### src/rtl/mem_port_arbiter.sv
// Shares one single-ported memory bus between the fetch (I) and load/store (D) masters.
// Ties go to D; define MEM_ARB_RR_EN to break ties round-robin instead.
module mem_port_arbiter #(
  parameter int ADDR_W  = 32,
  parameter int DATA_W  = 32,
  parameter int TIMEOUT = 255
) (
  input  logic                clk,
  input  logic                rst_n,
  input  logic                i_req,
  input  logic [ADDR_W-1:0]   i_addr,
  output logic                i_gnt,
  output logic                i_rvalid,
  output logic [DATA_W-1:0]   i_rdata,
  input  logic                d_req,
  input  logic                d_we,
  input  logic [ADDR_W-1:0]   d_addr,
  input  logic [DATA_W-1:0]   d_wdata,
  input  logic [DATA_W/8-1:0] d_wstrb,
  output logic                d_gnt,
  output logic                d_rvalid,
  output logic [DATA_W-1:0]   d_rdata,
  output logic                m_req,
  output logic                m_we,
  output logic [ADDR_W-1:0]   m_addr,
  output logic [DATA_W-1:0]   m_wdata,
  output logic [DATA_W/8-1:0] m_wstrb,
  input  logic                m_gnt,
  input  logic                m_rvalid,
  input  logic [DATA_W-1:0]   m_rdata,
  output logic                busy,
  output logic                err
);
  localparam int STRB_W = DATA_W/8;
  localparam int CNT_W  = $clog2(TIMEOUT+1);
  localparam logic [CNT_W-1:0] TMO = CNT_W'(TIMEOUT);

  typedef enum logic [1:0] {IDLE, REQ, WAIT} state_t;
  typedef enum logic {OWN_I, OWN_D} own_t;
  typedef struct packed {
    logic              we;
    logic [ADDR_W-1:0] addr;
    logic [DATA_W-1:0] wdata;
    logic [STRB_W-1:0] wstrb;
  } mreq_t;

  state_t           state;
  own_t             owner;
  mreq_t            lat;
  logic [CNT_W-1:0] cnt;

  mreq_t i_fields, d_fields;
  logic  any_req, pick_d;
  logic  timeout, gnt_fire, abort_req, rv_fire;
  logic  [DATA_W-1:0] rdata;

  assign any_req  = i_req | d_req;
  assign i_fields = '{we: 1'b0, addr: i_addr, wdata: '0, wstrb: '0};
  assign d_fields = '{we: d_we, addr: d_addr, wdata: d_wdata, wstrb: d_wstrb};

`ifdef MEM_ARB_RR_EN
  own_t last_owner;

  // On a tie the requester that did not win last time goes first.
  always_comb begin
    pick_d = d_req;
    if (i_req && d_req) pick_d = (last_owner == OWN_I);
  end

  always_ff @(posedge clk) begin
    if (!rst_n)                      last_owner <= OWN_D;
    else if (state == IDLE && any_req) last_owner <= pick_d ? OWN_D : OWN_I;
  end
`else
  assign pick_d = d_req;
`endif

  // Watchdog expiry completes the transaction towards the owner so the core never hangs.
  assign timeout   = (cnt == TMO);
  assign gnt_fire  = (state == REQ) && (m_gnt || timeout);
  assign abort_req = (state == REQ) && !m_gnt && timeout;
  assign rv_fire   = ((state == WAIT) && (m_rvalid || timeout)) || (abort_req && !lat.we);
  assign rdata     = ((state == WAIT) && m_rvalid) ? m_rdata : '0;

  always_ff @(posedge clk) begin
    if (!rst_n) begin
      state <= IDLE;
      owner <= OWN_I;
      lat   <= '0;
      cnt   <= '0;
      err   <= 1'b0;
    end else begin
      case (state)
        IDLE: if (any_req) begin
          state <= REQ;
          cnt   <= '0;
          owner <= pick_d ? OWN_D : OWN_I;
          lat   <= pick_d ? d_fields : i_fields;
        end
        REQ: begin
          if (m_gnt) begin
            state <= lat.we ? IDLE : WAIT;
            cnt   <= '0;
          end else if (timeout) begin
            state <= IDLE;
            err   <= 1'b1;
          end else begin
            cnt <= cnt + 1'b1;
          end
        end
        WAIT: begin
          if (m_rvalid) begin
            state <= IDLE;
          end else if (timeout) begin
            state <= IDLE;
            err   <= 1'b1;
          end else begin
            cnt <= cnt + 1'b1;
          end
        end
        default: state <= IDLE;
      endcase
    end
  end

  assign busy    = (state != IDLE);
  assign m_req   = (state == REQ);
  assign m_we    = lat.we;
  assign m_addr  = lat.addr;
  assign m_wdata = lat.wdata;
  assign m_wstrb = lat.wstrb;

  assign i_gnt    = gnt_fire && (owner == OWN_I);
  assign d_gnt    = gnt_fire && (owner == OWN_D);
  assign i_rvalid = rv_fire && (owner == OWN_I);
  assign d_rvalid = rv_fire && (owner == OWN_D);
  assign i_rdata  = i_rvalid ? rdata : '0;
  assign d_rdata  = d_rvalid ? rdata : '0;

endmodule

### config.mk
export PLATFORM = sky130hd
export DESIGN_NAME = mem_port_arbiter
export DESIGN_NICKNAME = d
export VERILOG_FILES = /design/src/rtl/mem_port_arbiter.sv
export SDC_FILE = /design/constraint.sdc
export NUM_CORES = 1
export LEC_CHECK = 0
export ABC_AREA = 1
export BUFFER_PORTS_ARGS = -buffer_cell sky130_fd_sc_hd__buf_2
export CAP_MARGIN = 20
export CORE_MARGIN = 3
export CORE_UTILIZATION = 40
export CTS_CLUSTER_DIAMETER = 60
export CTS_CLUSTER_SIZE = 20
export DETAILED_ROUTE_END_ITERATION = 12
export PLACE_DENSITY = 0.76
export SYNTH_ARGS = -nofsm -noshare
export SYNTH_HDL_FRONTEND = slang
export SYNTH_SLANG_ARGS = --single-unit
### constraint.sdc
create_clock -name clk -period 2.11 [get_ports clk]
set_input_delay 0.422 -clock clk [delete_from_list [all_inputs] [get_ports clk]]
set_output_delay 0.422 -clock clk [all_outputs]
set_load 0.005 [all_outputs]
### Yosys cells after proc, flatten, opt, wreduce, memory -nomap -nowiden

Cells that the tools add are included.

* register bits: 81
* bits in latches: 0
* RAM bits: 0
* ROM bits: 0
* word-level logic and storage cells: 59
* memories kept: 0

* add/sub/neg operators: 1
* $mul: 0
* div/mod/pow operators: 0
* magnitude comparators: 0
* eq/ne operators: 6
* shifts and indexed selects: 0
* muxes and demuxes: 20
* bitwise operators: 2
* reduce and logical (&&, ||, !) cells: 22

Operators with widths (count)
* $mux 32: 3
* $mux 69: 1
* $mux 8: 4
* $pmux 8 s3: 1
* $logic_and 1x1->1: 10
* $mux 2: 5
* $add 8x1->8 const B: 1
* $eq 8x8->1 const B: 1
* $ne 2x2->1 const B: 3
* $pmux 2 s3: 1
* $reduce_and 3->1: 2
* $mux 1: 4
* $reduce_bool 2->1: 2
* $logic_or 1x1->1: 3
* $reduce_bool 3->1: 1
* $eq 2x1->1 const B: 1
* $eq 2x2->1 const B: 1
* $logic_not 1->1: 2
* $logic_not 2->1: 1
* $pmux 1 s2: 1
* $reduce_and 2->1: 1
* $not 1->1: 1
* $or 1x1->1: 1

### Logic depth before layout (Yosys ltp)

Gate-level depths: netlist of run 1.

* word-level depth: 7
* gate-level depth with buffers: 10
* gate-level depth less buffers: 10

### Worst setup path after synthesis of run 1

No wires, ideal clock.

* kind: reg2out
* from: register state[1]
* to: output d_rdata[10]
* data arrival time: 1.329 ns
* path slack: 0.359 ns
* stages on the path, launching flop included: 8
* buffers on the path: 1
* cell sequence: dfxtp_1 -> inv_1 -> ha_1 -> nand2_1 -> o21ai_2 -> nand3_4 -> buf_6 -> nor3_2

* cells in the longest elaborated chain, start to end: 7

Ends and longest elaborated chain
* start: declaration: RTL line 47 `state_t state;`
* start signal: assignment: RTL line 102 `state <= lat.we ? IDLE : WAIT;`
* $eq 2x1->1
* via m_req: RTL line 23 `output logic m_req,`
* $logic_and 1x1->1 (2 in series): RTL line 81 `assign abort_req = (state == REQ) && !m_gnt && timeout;`
* $logic_and 1x1->1: RTL line 82 `assign rv_fire = ((state == WAIT) && (m_rvalid || timeout)) || (abort_req && !lat.we);`
* $logic_or 1x1->1: RTL line 82
* $logic_and 1x1->1: RTL line 136 `assign d_rvalid = rv_fire && (owner == OWN_D);`
* $mux 32: RTL line 138 `assign d_rdata = d_rvalid ? rdata : '0;`
* end: declaration: RTL line 22 `output logic [DATA_W-1:0] d_rdata,`

The timed path passes the listed nets, and every way through them passes these cells.

### Final worst setup path of run 1

* from: register state[1]
* to: output d_rdata[30]

* cells in the longest elaborated chain, start to end: 7

Ends and longest elaborated chain (RTL line)
* $eq 2x1->1: 81
* $logic_and 1x1->1 (2 in series): 81
* $logic_and 1x1->1: 82
* $logic_or 1x1->1: 82
* $logic_and 1x1->1: 136
* $mux 32 *: 138

Mark *: on every way between the ends. The rest lies on a longest branch, timed or not.

==> results of run 1 <==
==> tightest hold or removal path, delay by kind of cell <==
family | cells | cell delay [ns]
AO/OA/AOI/OAI | 1 | 0.05
buffers and inverters | 1 | 0.09
AND/OR/NAND/NOR | 1 | 0.05
==> kinds of logic after synthesis <==
family          Yosys count  share of synthesized area
simple gates            250                      0.318
compound gates          147                      0.172
buf+inv                 127                      0.126
flops                    81                      0.371
fa+ha+maj                 5                     0.0143
==> through the flow <==
stage	TNS [ns]	hold WS (ns)	util	instance area [um^2]
5_1_grt	-15.61	0.299	0.623	6520
6_report	-9.20	0.310	0.623	6520
4_1_cts	-9.93	0.293	0.613	6420
3_5_place_dp	0	0.450	0.563	5890
3_3_place_gp	0	0.446	0.563	5890
2_1_floorplan	0	0.456	-	4370
==> flip-flops by register name (all words and copies together) (netlist names) <==
name and cells:
m_wdata 32, err 1, state 2, m_we 1, cnt 8, m_wstrb 4, owner 1, m_addr 32
==> power by group through the flow <==
stage | sequential, uW | clock, uW | combinational (uW)
floorplan | 1790 | 0 | 447
global placement | 1780 | 0 | 847
detailed placement | 1780 | 0 | 859
CTS | 1750 | 1060 | 889
global route | 1770 | 1110 | 1000
finish | 1750 | 1030 | 892
==> what timing repair did <==
item	CTS	global route
setup buffers	14	1
setup endpoints to repair	68	68
gates resized for setup	35	16
pin swaps	9	3
gates cloned	4	0
==> routing by layer <==
| metal | vias to the layer above | global-route usage |
|---|---|---|
| li1 | 2520 | - |
| met1 | 2137 | 0.237 |
| met2 | 214 | 0.389 |
| met3 | 27 | 0.0641 |
| met4 | 2 | 0.0903 |
| met5 | - | 0 |
==> cells in the final DEF (no fill, tap or decap) <==
cell        count
nor3_4         11
o21ai_2         1
buf_12          6
nand2_4         5
ha_1            2
o21ai_1         1
o21ai_0        35
inv_4           2
clkinv_2        1
dfxtp_4         2
a21oi_4         1
inv_6           2
dfxtp_1        77
inv_2           2
nor3_2         53
inv_1          81
buf_2         277
buf_4          17
nor2_4          1
clkbuf_8        9
clkinvlp_4      3
clkinv_4        2
buf_16          4
nor3_1          2
a21oi_1       108
nor2_2          2
nand3_1         7
nand3_4         2
diode_2         3
o21ai_4         1
nor2_1         53
nand2_1       111
buf_6           7
ha_4            3
clkinv_1        1
or2_2           1
nand3_2         1
dfxtp_2         2
and3_1          1
==> worst max path at each step <==
stage,depth (start not counted),startpoint,end
after floorplan,7,state[1]$_SDFFE_PN0P_,d_rdata[10]
after global placement,7,state[0]$_SDFFE_PN0P_,d_rdata[29]
after detailed placement,7,state[0]$_SDFFE_PN0P_,d_rdata[29]
after CTS,10,cnt[1]$_SDFFE_PN0P_,d_rdata[29]
after global routing,9,state[1]$_SDFFE_PN0P_,d_rdata[6]
final,9,state[1]$_SDFFE_PN0P_,d_rdata[30]
==> area by class of cell <==
cell class,count,area (um^2)
Clock buffer,9,124
Antenna cell,3,7.51
Multi-Input combinational cell,402,2370
Clock inverter,7,53.8
Inverter,87,337
Tap cell,136,170
Fill cell,961,3950
Sequential cell,81,1630
Timing Repair Buffer,311,1820
==> run summary, run 1 <==
The run finished, with violations left. The checks that failed: negative setup slack. The signed area change from the synthesized netlist to the final layout came out at 49.0%.

Together, buffers and inverters on the worst path number 4. Yosys printed 0 warnings. For this design, the slowest cell found on the critical path is dfxtp_4. Synthesis produced a netlist whose cell count is 610. In this run the number of H-tree levels came out at 3.

The share of the synthesized area in the top cell type was 0.371. The combinational power share is 0.243, and the relative slew slack is 0.611. The worst-skew pair later-pin latency is 0.35 ns. The worst reg2reg path depth is 9, and the worst hold path cell count is 3. The count of final max-slew check failures is 0, and the total number of nets in the final design is 1036. After detailed routing, no signal wire sits above met5.

For this design the top-level I/O count stands at 279. The peak fanout along the critical path was 6. After global routing the overflow that remains totals 0.

Counting flops and latches in the post-synthesis netlist gives 81. In this run, placement finished with an instance count of 998. After detailed routing, the average wire length per cell comes to 13.7 um. Synthesis instantiated 28 different standard cells from the library. The analysis attributes to cell leakage a power of 0.00339 uW.

Buffers inserted during clock tree synthesis total 9. The startpoint of the most critical register-to-register path is state[0]$_SDFFE_PN0P_. The library cell used as clock root buffer was clkbuf_8. Once detail routing completed, the nets flagged for antenna violations numbered 0. For this block, the via count after detailed routing is 4900.

The largest clock skew in the final design came out at 0.0119 ns. In the synthesized netlist, the cells that appear most often are nand2_1 (113), a21oi_1 (108), inv_1 (84). The fraction of the cycle the final worst path needs was 1.09; the global placer's final weighted congestion was 0.881.

The maximum root-to-sink buffer count was 2; the net load switching power was 1190 uW. The internal portion of the total power is 2490 uW. For the count of final setup violators, the log shows 67. The biggest area contributor in the post-synthesis netlist is dfxtp_1. The tools report the number of maximum-capacitance violations as 0. Pin slew with the least headroom to its limit: 0.583 ns.

TritonCTS built the clock tree. The ratio of routed vias to standard cells was 4.73; the worst-case setup slack after placement was 0.0624 ns. Wires add up to 14.2 mm. The met3 wire length is 1.09 mm. When the netlist entered floorplanning its net count stood at 754. For hold timing, the worst endpoint is m_wdata[1]$_SDFFE_PN0P_.

The tools report the initial cell density of the core as 0.418. The die is 111 um wide. Detailed routing placed a total of 7.33 mm of wire on met2.

The critical path in this run is classified as register to output pin. Clock tree synthesis found a total of 81 sinks. The core region is 10500 um^2. The endpoint identified for the worst register-to-register timing path is cnt[4]$_SDFFE_PN0P_. The proportion of layout cells with a drive suffix above 1 was 0.466. The average size of a mapped cell came out at 7.17 um^2.

The least setup slack across all paths after layout was -0.191 ns. The height of the chip is 111 um. After the flow finishes, the layout carries non-filler instances totaling 1036. Number of optimization iterations in the first detailed-route pass: 4.

STA classifies the critical path endpoint as an output pin. The achievable clock frequency is 435 MHz. The final hold violation count was 0; the clock network fraction of total power was 0.281. The share of synthesized flip-flops with an asynchronous set or reset came out at 0. The worst min-delay path class was input port to register. The run gives 1.69 ns as the data required time of the critical path. The wire length of the first global-routing pass came out at 22.1 mm. The switching portion of total power came out at 0.323. For the number of global-route vias before repair, the log shows 4608. The post-CTS clock slew at the launch and capture registers of the worst setup and hold paths works out to 0.09 ns. For the sequential group share of total power, the log shows 0.477. The overall die area came out at 12200 um^2.

Entering global routing, the biggest net connects 65 pins. In this run the tool buffered the top-level ports with 278 buffer cells. The run gives 0 as the number of buffers added to fix hold violations after cts. The post-synthesis instance area was 4370 um^2. The row count is 37, and the HPWL after detailed placement is 10.2 mm. Number of antenna violations at the first check in global routing: 4.

The startpoint kind of the worst setup timing path is a register. The fraction of the yosys area taken by sequential cells was 0.371; the register-to-register setup slack was 0.32 ns. The critical path data arrival time came out at 1.88 ns. The global-route usage over all layers is 0.217, and the met1 wire length is 5.43 mm. The initial detailed-routing violation count was 268. The flip-flop cell with the highest count after synthesis is dfxtp_1.

Among cell families on the critical path, the largest total delay comes from buffers and inverters. The number of synthesized flops with an enable pin is 0. Yosys attributes the largest share of cell area to dfxtp_1 (37%), nor3_2 (13%), a21oi_1 (12%). Setup repair after global routing could not meet its margin everywhere. In this run the most critical hold path is launched from d_wdata[1]. In the routed design, unresolved DRC markers number 0.

The routed design could run at a clock period as short as 2.30 ns. Summing internal, switching and leakage power gives 3680 uW. For this design the ratio of total power to cell area is 564 nW/um^2.

IR analysis of the VDD net gives a maximum drop of 0.000327 V. Yosys instantiated no cell more often than nand2_1. Traced cell by cell, the critical path runs through inv_4 > ha_4 > nand2_4 > o21ai_4 > nand3_4 > buf_6 > buf_12 > nor3_2 > buf_2.

For this run, the slowest stage of the critical path takes 0.37 ns.
Note: power is estimated with default switching activity, not from simulation.
==> inputs of run 2 (changes only) <==
Settings changed: SKIP_CTS_REPAIR_TIMING set to 1.
==> run summary, run 2 (same netlist as run 1, synthesis figures left out) <==
For the achievable clock frequency, the log shows 423 MHz. The count of final max-slew check failures came out at 0. The run gives 4345 as the number of global-route vias before repair.

Buffers placed on the I/O ports in this run total 278. The logs give 0.280 for the clock network fraction of total power and 10.2 mm for the HPWL after detailed placement. Setup repair after global routing could not meet its margin everywhere.

The final layout contains routed wiring with a total length of 14.2 mm. Leaving out fill and tap cells, the most frequent cell in the layout is buf_2. The fraction of the cycle the final worst path needs is 1.12. For the wire length of the first global-routing pass, the log shows 20.7 mm. The global-route usage over all layers came out at 0.202.

For this run the aggregate overflow at the end of global routing stands at 0. The library cells used most frequently in the layout, excluding fill and tap cells, are buf_2 (277), nand2_1 (111), a21oi_1 (108), inv_1 (79), dfxtp_1 (77). The die is 111 um wide. The floorplan step defined a die boundary enclosing 12200 um^2.

The pin slew with the least headroom to its limit is 0.580 ns, and the relative slew slack is 0.613. After filler insertion, the fill cell instance count of the layout stands at 980. The ratio of routed vias to standard cells was 4.75; the register-to-register setup slack was 0.39 ns. The run finished, with violations left. The most critical setup path has its endpoint at d_rdata[2].

The switching portion of total power came out at 0.323. The count of final setup violators was 67. The proportion of layout cells with a drive suffix above 1 is 0.466, and the combinational power share is 0.242. In this run the power spent charging and discharging nets is 1180 uW. Across all layers, the routed design uses 4894 vias.

Overall power consumption after layout is estimated at 3670 uW. The sequential group share of total power is 0.478. Summing all flip-flop and latch instances after layout gives 1630 um^2.

In this run the power density over the cells is 567 nW/um^2. The detailed router finished its first iteration with 355 violations. The worst setup path is captured at an output pin. Startpoint kind of the worst setup timing path: a register.

Worst min-delay path class: input port to register. After layout, the minimum clock period comes to 2.36 ns. The tools report the depth of the CTS H-tree as 3. TritonCTS built the clock tree. The tool flagged a number of max-cap violations equal to 0.

Internal power comes to 2490 uW. The floorplan has 37 rows. The final hold violation count is 0, and the multi-input gate area in the final layout is 2390 um^2. For this design, the sink count on the clock tree is 81.

The least setup slack across all paths after layout came out at -0.255 ns. After clock tree synthesis, the clock-pin slew on the worst setup and hold paths is 0.09 ns. The final reports fail on negative setup slack. The number of buffers created by CTS was 9. In this run the worst setup path begins at cnt[0]$_SDFFE_PN0P_.

For the number of cells in the design after placement, the log shows 998. The run gives 1.94 ns as the critical path data arrival time. The tools report the global placer's final weighted congestion as 0.881. The clock passes through at most 2 buffers. The logs give 3 for the number of antenna violations at the first check in global routing and 1.69 ns for the data required time of the critical path.

The peak fanout along the critical path is 7, and the final core area utilization is 0.619. In this run the clock root is driven by a clkbuf_8. The tools report the residual DRC count as 0. The worst register-to-register path begins at state[0]$_SDFFE_PN0P_. Measured in cells, the most critical reg-to-reg path has a length of 8. For the largest clock skew in the final design, the log shows 0.0110 ns. Signed area change from the synthesized netlist to the final layout: 48.1%. For this design the top-level I/O count stands at 279. By startpoint and endpoint, the worst setup path is classified as register to output pin.

The floorplan step set the die height to 111 um. The run gives 0.418 as the initial cell density of the core. Entering global routing, the biggest net connects 65 pins. At the end of the flow, the number of nets in the layout was 1032.

The endpoint identified for the worst register-to-register timing path is cnt[4]$_SDFFE_PN0P_. Dividing the detail-routed wire length by the instance count gives 13.8 um. For the worst-skew pair later-pin latency, the log shows 0.35 ns. The worst-case IR drop observed on VDD is 0.000327 V. For this design the static power due to leakage is 0.00336 uW.

The number of optimization iterations in the first detailed-route pass is 5. The tools report the final instance count without filler cells as 1031. The region available for standard cell placement spans 10500 um^2. At the placement stage, the worst setup path has a slack of 0.0624 ns. Once detail routing completed, the nets flagged for antenna violations numbered 0.
-- run 2: cell types whose count changed in the layout (fill, tap and decap cells not counted), sizes merged --
cell,delta
diode,-1
nand3,+1
buf,-10
clkbuf,+5
-- run 2: per-stage QoR --
step                      area [um^2]  setup TNS (ns)  hold slack (ns)
after floorplan                  4370               0            0.456
after global placement           5890               0            0.446
after detailed placement         5890               0            0.450
after CTS                        6070          -14.89            0.293
after global routing             6480          -18.86            0.299
final                            6480          -11.52            0.312
-- run 2: layout make-up --
class	instances	area share
flip-flops and latches	81	0.252
well taps	136	0.0263
inverters	87	0.0512
clock inverters	7	0.00831
multi-input cells	403	0.369
repair buffers	306	0.273
clock buffers	9	0.0191
diodes	2	0.000773
-- run 2: power groups by stage --
stage / Clock, uW / Sequential (uW) / Combinational (uW)
6_report: 1030 / 1750 / 888
5_1_grt: 1110 / 1780 / 1000
4_1_cts: 1060 / 1750 / 861
3_5_place_dp: 0 / 1780 / 859
3_3_place_gp: 0 / 1780 / 847
2_1_floorplan: 0 / 1790 / 447
-- run 2: worst min path at each step --
stage | startpoint | endpoint | cells after the start
after detailed placement | m_wdata[12]$_SDFFE_PN0P_ | m_wdata[12]$_SDFFE_PN0P_ | 2
final | d_wdata[1] | m_wdata[1]$_SDFFE_PN0P_ | 3
after CTS | d_wdata[8] | m_wdata[8]$_SDFFE_PN0P_ | 3
after floorplan | m_wdata[0]$_SDFFE_PN0P_ | m_wdata[0]$_SDFFE_PN0P_ | 2
after global routing | d_wdata[11] | m_wdata[11]$_SDFFE_PN0P_ | 3
after global placement | m_wdata[10]$_SDFFE_PN0P_ | m_wdata[10]$_SDFFE_PN0P_ | 2
-- run 2: critical path, cell delays in order, from the launching register on --
cell and delay (ns):
dfxtp_4 0.38, ha_4 0.15, nand2_4 0.06, nor2_4 0.15
nand2_4 0.08, nand2_4 0.11, nand3_4 0.18, buf_12 0.22
nor3_2 0.13, buf_2 0.14
-- run 2: routing by layer --
metal / part of all wire / wire, um / vias up / global-route usage
met5: 0.00063 / 9 / - / 0
met2: 0.50 / 7170 / 217 / 0.354
met1: 0.38 / 5410 / 2129 / 0.230
met3: 0.084 / 1200 / 32 / 0.0630
met4: 0.032 / 463 / 2 / 0.0764
li1: - / - / 2514 / -
